## config.mk

```make
export PLATFORM = sky130hd
export DESIGN_NAME = ets_frame_tagger
export DESIGN_NICKNAME = d
export VERILOG_FILES = /design/src/rtl/ets_frame_tagger.sv
export SDC_FILE = /design/constraint.sdc
export NUM_CORES = 1
export LEC_CHECK = 0
export ABC_AREA = 1
export BUFFER_PORTS_ARGS = -buffer_cell sky130_fd_sc_hd__buf_2
export CORE_MARGIN = 1.5
export CORE_UTILIZATION = 50
export DETAILED_ROUTE_END_ITERATION = 10
export GPL_ROUTABILITY_DRIVEN = 0
export MAX_ROUTING_LAYER = met4
export PLACE_DENSITY = 0.73
export SYNTH_ARGS = -nofsm -noshare
export SYNTH_HDL_FRONTEND = slang
export SYNTH_SLANG_ARGS = --single-unit
```

## constraint.sdc

```tcl
create_clock -name clk -period 2.6 [get_ports clk]
set_input_delay 0.13 -clock clk [delete_from_list [all_inputs] [get_ports clk]]
set_output_delay 0.13 -clock clk [all_outputs]
set_load 0.03 [all_outputs]
```

## src/rtl/ets_frame_tagger.sv

```systemverilog
`default_nettype none
// ============================================================================
// Module      : ets_frame_tagger
// Description : Wraps ETS sample frames with a {MAGIC, seq} header and a
//               {ovf, count} trailer; over-length frames are truncated and
//               their tail is discarded.
// Revision    : 1.0 - initial release
// ============================================================================
module ets_frame_tagger #(
    parameter int unsigned MAX_WORDS = 1024,
    parameter logic [15:0] MAGIC     = 16'hE75A
) (
    input  logic        clk,
    input  logic        reset,
    input  logic        enable,
    input  logic [31:0] s_axis_tdata,
    input  logic        s_axis_tvalid,
    output logic        s_axis_tready,
    input  logic        s_axis_tlast,
    output logic [31:0] m_axis_tdata,
    output logic        m_axis_tvalid,
    input  logic        m_axis_tready,
    output logic        m_axis_tlast,
    output logic [3:0]  m_axis_tkeep,
    output logic [15:0] frame_seq,
    output logic [15:0] overflow_count,
    output logic        busy
);

    typedef enum logic [1:0] {
        ST_IDLE    = 2'd0,
        ST_PAYLOAD = 2'd1,
        ST_TRAILER = 2'd2,
        ST_DISCARD = 2'd3
    } state_t;

    localparam logic [16:0] c_MAX_WORDS = 17'(MAX_WORDS);

    state_t      r_state;
    logic [15:0] r_word_cnt;
    logic        r_ovf_flag;
    logic        r_discard_pending;
    logic [15:0] r_frame_seq;
    logic [15:0] r_overflow_count;

    logic w_out_free;
    logic w_s_accept;
    logic w_cnt_full;

    // The output register may take a new beat when empty or draining this cycle.
    assign w_out_free    = !m_axis_tvalid || m_axis_tready;
    assign s_axis_tready = ((r_state == ST_PAYLOAD) && w_out_free) || (r_state == ST_DISCARD);
    assign w_s_accept    = s_axis_tvalid && s_axis_tready;
    assign w_cnt_full    = ({1'b0, r_word_cnt} + 17'd1) == c_MAX_WORDS;

    assign m_axis_tkeep   = 4'b1111;
    assign frame_seq      = r_frame_seq;
    assign overflow_count = r_overflow_count;
    assign busy           = (r_state != ST_IDLE);

    always_ff @(posedge clk or posedge reset) begin
        if (reset) begin
            r_state           <= ST_IDLE;
            r_word_cnt        <= 16'd0;
            r_ovf_flag        <= 1'b0;
            r_discard_pending <= 1'b0;
            r_frame_seq       <= 16'd0;
            r_overflow_count  <= 16'd0;
            m_axis_tdata      <= 32'd0;
            m_axis_tvalid     <= 1'b0;
            m_axis_tlast      <= 1'b0;
        end else begin
            if (w_out_free) begin
                m_axis_tvalid <= 1'b0;
            end

            case (r_state)
                ST_IDLE: begin
                    if (enable && s_axis_tvalid && w_out_free) begin
                        m_axis_tdata  <= {MAGIC, r_frame_seq};
                        m_axis_tlast  <= 1'b0;
                        m_axis_tvalid <= 1'b1;
                        r_word_cnt    <= 16'd0;
                        r_state       <= ST_PAYLOAD;
                    end
                end

                ST_PAYLOAD: begin
                    if (w_s_accept) begin
                        m_axis_tdata  <= s_axis_tdata;
                        m_axis_tlast  <= 1'b0;
                        m_axis_tvalid <= 1'b1;
                        r_word_cnt    <= r_word_cnt + 16'd1;
                        // A tlast on the final permitted word is a normal frame.
                        if (s_axis_tlast) begin
                            r_ovf_flag <= 1'b0;
                            r_state    <= ST_TRAILER;
                        end else if (w_cnt_full) begin
                            r_ovf_flag        <= 1'b1;
                            r_discard_pending <= 1'b1;
                            r_state           <= ST_TRAILER;
                        end
                    end
                end

                ST_TRAILER: begin
                    if (w_out_free) begin
                        m_axis_tdata  <= {r_ovf_flag, 15'd0, r_word_cnt};
                        m_axis_tlast  <= 1'b1;
                        m_axis_tvalid <= 1'b1;
                        r_frame_seq   <= r_frame_seq + 16'd1;
                        r_state       <= r_discard_pending ? ST_DISCARD : ST_IDLE;
                    end
                end

                ST_DISCARD: begin
                    if (w_s_accept && s_axis_tlast) begin
                        r_discard_pending <= 1'b0;
                        if (r_overflow_count != 16'hFFFF) begin
                            r_overflow_count <= r_overflow_count + 16'd1;
                        end
                        r_state <= ST_IDLE;
                    end
                end

                default: r_state <= ST_IDLE;
            endcase
        end
    end

endmodule
`default_nettype wire
```

# --- After elaboration in Yosys (flattened, before gate mapping) ---
# Cells that the tools add are included.
totals:
  reg_bits: 86
  latch_bits: 0
  ram_bits: 0
  romBits: 0
  input_bits: 38
  out_inout_bits: 72
  elab_cells: 76
  mem_count: 0
classes:
  addsub: 4
  multipliers: 0
  n_div: 0
  n_lt_le_gt_ge: 0
  n_eq_ne: 12
  shifts: 0
  muxes: 30
  bitwise_logic: 0
  n_reduce_logical: 21
ops:
  columns: ["cell", "count"]
  rows:
  - ["2-to-1 mux 32 bit", 3]
  - ["case mux 32 bit (3 select lines)", 1]
  - ["adder 16 x 1 -> 16 bit, second input constant", 3]
  - ["2-to-1 mux 16 bit", 2]
  - ["case mux 16 bit (2 select lines)", 1]
  - ["adder 16 x 1 -> 17 bit, second input constant", 1]
  - ["equality test 17 x 11 -> 1 bit, second input constant", 1]
  - ["!= test 16 bit, second input constant", 1]
  - ["2-to-1 mux 2 bit", 7]
  - ["2-to-1 mux 1 bit", 12]
  - ["!= test 2 bit, second input constant", 5]
  - ["AND reduction 5 bit", 2]
  - ["AND reduction 3 bit", 3]
  - ["case mux 2 bit (4 select lines)", 1]
  - ["nonzero test 2 bit", 4]
  - ["case mux 1 bit (3 select lines)", 2]
  - ["logical AND 1 bit", 5]
  - ["equality test 2 bit, second input constant", 2]
  - ["AND reduction 4 bit", 1]
  - ["!= test 3 bit, second input constant", 1]
  - ["nonzero test 3 bit", 1]
  - ["equality test 2 x 1 -> 1 bit, second input constant", 1]
  - ["logical NOT 2 bit", 1]
  - ["logical OR 1 bit", 2]
  - ["other kinds (4)", 4]

# --- Depth between registers and ports, before layout ---
depth:
  word_depth: 8
  mapped_depth: 15
  ltp_nobuf: 15

# --- Worst setup path before layout ---
# Ideal clock, no wire load.
synth_path:
  path_kind: "register to register"
  start: "reg r_state[1]"
  end: "reg m_axis_tdata[17]"
  setup_time_ps: 119
  arrival_time_ps: 1999
  required_ps: 2481
  slack_ps: 483
  stages_incl_launch_ff: 14
  path_buffers: 3
  period_less_slack_ps: 2117
  path_cell_list: "dfrtp_1 -> inv_1 -> ha_1 -> buf_4 -> inv_2 -> o21ai_4 -> nand2_4 -> a21oi_2 -> o21ai_2 -> nor2_4 -> buf_6 -> buf_8 -> nand3_1 -> o21a_1"
synth_between:
  elab_chain_cells: 6
  elab_cells_between_ends: 13
  cone_classes: "6 x eq/ne; 1 x mux; 6 x reduce/logical"
synth_lines:
  columns: ["item", "line", "rtl"]
  rows:
  - ["start, declared", "39", "state_t r_state;"]
  - ["start signal, assigned", "112", "r_state <= r_discard_pending ? ST_DISCARD : ST_IDLE;"]
  - ["equality test 2 x 1 -> 1 bit", "52", "assign s_axis_tready = ((r_state == ST_PAYLOAD) && w_out_free) || (r_state == ST_DISCARD);"]
  - ["logical AND 1 bit", "52", null]
  - ["logical OR 1 bit (*)", "52", null]
  - ["via s_axis_tready", "18", "output logic s_axis_tready,"]
  - ["logical AND 1 bit (*)", "53", "assign w_s_accept = s_axis_tvalid && s_axis_tready;"]
  - ["!= test 2 bit (no source line) (*)", null, null]
  - ["AND reduction 4 bit (no source line) (*)", null, null]
  - ["end signal, assigned", "80", "m_axis_tdata <= {MAGIC, r_frame_seq};"]
  - ["end signal, assigned", "90", "m_axis_tdata <= s_axis_tdata;"]
  - ["end signal, assigned", "108", "m_axis_tdata <= {r_ovf_flag, 15'd0, r_word_cnt};"]
  - ["end, declared", "20", "output logic [31:0] m_axis_tdata,"]
# Mark *: on every way through the listed nets, which the timed path passes. The rest lies on a longest branch.
# A chain may end at the register's enable or synchronous reset.

# --- Worst setup path after layout ---
layout_path:
  start: "reg r_state[1]"
  end: "reg r_word_cnt[11]"
layout_between:
  elab_chain_cells: 6
  elab_cells_between_ends: 11
  cone_classes: "4 x eq/ne; 1 x mux; 6 x reduce/logical"
layout_lines:
  columns: ["item", "line", "rtl"]
  rows:
  - ["equality test 2 x 1 -> 1 bit", "52, 77", null]
  - ["logical AND 1 bit", "52", null]
  - ["logical OR 1 bit", "52", null]
  - ["logical AND 1 bit", "53", null]
  - ["!= test 2 bit (no source line)", null, null]
  - ["AND reduction 3 bit (no source line)", null, null]
  - ["end signal, assigned", "93", "r_word_cnt <= r_word_cnt + 16'd1;"]
  - ["end, declared", "40", "logic [15:0] r_word_cnt;"]
# Parallel ways exist; a longest one is shown, timed or not.

==> results.md <==
- Worst Setup Slack, final: 362.1 ps
- Lkg Pwr: 2.784 nW
- Worst min-delay path category: in -> reg
- Worst-margin pin slew: 727.7 ps
- Die span in y: 99.30 um
- Pin count of the biggest net entering global routing: 48
- Clk_skew: 12.03 ps
- Worst r2r src: r_state[1]
- Seq/Total Area, Yosys: 46.41%
- Power Dens Cells: 1030 nW/um2
- Residual DRC count: 0
- Post-Syn Instances: 561
- Setup WS pre-CTS: 443.9 ps
- PortBufs: 105
- Hold slack: 77.23 ps
- RSZ-0062 raised after global routing: false
- Max Slew Vio Count: 0
- Final period utilization: 86.07%
- Per-cell routed wire length: 14.36 um
- Grt ovf: 0
- I/O Pins: 110
- Highest Clock Rate: 0.4468 GHz
- FILL cells: 808
- Worst Min Path Start: s_axis_tdata[26]
- GRT Resource Usage Total: 24.44%
- CP Capture Type: register
- TNS Setup: 0 ps
- Ant. Diodes: 0
- Rel. slew slack: 51.43%
- Crit Path Max Fanout: 10
- Data arrival, critical path: 2500 ps
- Post-DRT Antenna Nets: 0
- CTS max path bufs: 2
- NumNets Final: 720
- First DRT Iteration DRCs: 199
- Number of global-route vias before repair: 3,998
- Global-route wire length before repair: 18,870 um
- Seq cells post-synth: 86
- Proportion of layout cells with a drive suffix above 1: 23.30%
- Placed wire-length estimate: 8418 um
- Die area: 9860 um2
- Max cap viols: 0
- 1st-pass router iterations: 5
- Starting Density: 52.40%
- DR vias/cell: 5.285
- Post-CTS setup buffers: 0
- Element type at the critical path start: register
- CTS clk-pin slew, worst paths: 90 ps
- Peak VDD IR: 0.4452 mV
- Vias after detailed routing: 4,154
- Warning count from the yosys run: 0
- Post-CTS Resized: 0
- CTS Buf Count: 9
- Average size of a mapped cell: 8.266 um2
- H-tree Lvls: 3
- Min cycle time layout: 2238 ps
- Die outline width: 99.30 um
- Worst Setup SP: r_state[1]
- Worst-skew pair later-pin latency: 360 ps
- Crit Path Category: reg -> reg
- Worst EP required: 2860 ps
- Final hold vios: 0
- Final setup viols: 0
- Synth Cell Area: 4637 um2
- Core ar.: 8848 um2
- Layout area overhead: 18.29%
- Clock sink count: 86
- Distinct cells, synth: 40
- Num rows: 34
- CTS tree: built
- Initial antenna violation count: 0
- Run status: complete, no violations
- Root buffer selected by CTS: clkbuf_8
- Total Routed Length: 11,280 um
[through the flow]
stage | utilization (%) | area, um2 | total power, mW | std cells
floorplan | - | 4648 | 4.121 | 564
global placement | 58.98 | 5219 | 4.658 | 763
detailed placement | 58.98 | 5219 | 4.724 | 763
CTS | 61.99 | 5485 | 5.677 | 786
global route | 61.99 | 5485 | 6.046 | 786
finish | 61.99 | 5485 | 5.647 | 786
[cell families after synthesis]
group	Yosys count	synth area share [%]
xor gates and xnor gates	31	5.855
other	1	0.08087
adders and majority gates	9	2.429
buffers and inverters	79	7.906
muxes	1	0.2428
DFF	86	46.41
AOI/OAI and AO/OA	60	8.716
and+or+nand+nor	294	28.36
[state kept, by name, indices dropped and copies added, names as in the netlist]
name and cells:
overflow_count 16, r_state 2, frame_seq 16, r_discard_pending 1, m_axis_tvalid 1, r_word_cnt 16
m_axis_tdata 32, m_axis_tlast 1, r_ovf_flag 1
[cell usage in the layout, fill, tap and decap left out, drive strengths merged, types with 9 or more instances in the layout]
| master | count |
|---|---|
| buf | 110 |
| clkbuf | 9 |
| dfrtp | 86 |
| ha | 9 |
| inv | 61 |
| nand2 | 183 |
| nand3 | 43 |
| nand4 | 15 |
| nor2 | 43 |
| o21a | 10 |
| o21ai | 21 |
| o22ai | 10 |
| xnor2 | 9 |
| xor2 | 22 |
[synthesized netlist by cell type, drive strengths merged]
cell type	n	share of area, %
dfrtp	86	46
nor2	43	4.8
mux2	1	0.24
conb	1	0.081
xor2	22	4.2
or4	1	0.16
clkbuf	6	0.49
o21a	10	1.6
buf	13	2.6
xnor2	9	1.7
o22ai	10	1.3
nor3	8	0.97
a21oi	4	0.51
o221ai	6	1.1
nand4	15	2.2
ha	9	2.4
inv	60	4.9
a221oi	2	0.38
o211ai	6	0.97
nand3	43	5.1
nor4	1	0.14
o21ai	21	2.6
o31ai	1	0.16
nand2	183	15
[what timing repair did]
| action | 4_1_cts | 5_1_grt |
|---|---|---|
| endpoints found under the hold margin | 45 | 0 |
| hold buffers | 7 | 0 |
| endpoints found under the setup margin | 0 | 0 |
[path summary, 6_finish.rpt]
check	endpoint	cells past startpoint	slack, ps
worst max register to register	r_word_cnt[11]	10	360
worst min-delay path	m_axis_tdata[26]	4	80
worst min register to register	m_axis_tdata[12]	2	480
worst max-delay path	r_word_cnt[11]	10	360
min in group asynchronous	overflow_count[15]	3	410
max in group asynchronous	r_word_cnt[10]	4	1490
[critical path: stages, from the launching register on]
cell and delay (ps):
dfrtp_1 430, inv_1 150, ha_1 210, inv_2 70, o21ai_4 170, nand2_4 90, nor2_1 190, inv_1 130
nor2_4 260, inv_1 220, o22ai_1 220
[layer usage]
metal / GRT usage [%] / vias to the layer above / wire length (um)
met5: - / - / 0
met2: 38.04 / 132 / 5316
met3: 3.795 / 17 / 622
met1: 33.15 / 1975 / 5184
li1: - / 2030 / -
met4: 7.692 / 0 / 160
[area by class of cell]
| class | count | area, um2 | share of cell area (%) |
|---|---|---|---|
| tap | 108 | 135.1 | 2.464 |
| multi-input combinational | 399 | 2130 | 38.82 |
| clock buffer | 9 | 123.9 | 2.258 |
| timing repair buffer | 117 | 645.6 | 11.77 |
| clock inverter | 7 | 72.57 | 1.323 |
| inverter | 60 | 226.5 | 4.129 |
| sequential | 86 | 2152 | 39.23 |
[where the power goes]
group | internal [mW] | switching, mW | total (mW)
registers | 1.69 | 0.247 | 1.93
logic | 0.833 | 1.93 | 2.77
clock network | 0.447 | 0.500 | 0.947
total | 2.97 | 2.68 | 5.65
(Power assumes the default switching activity.)
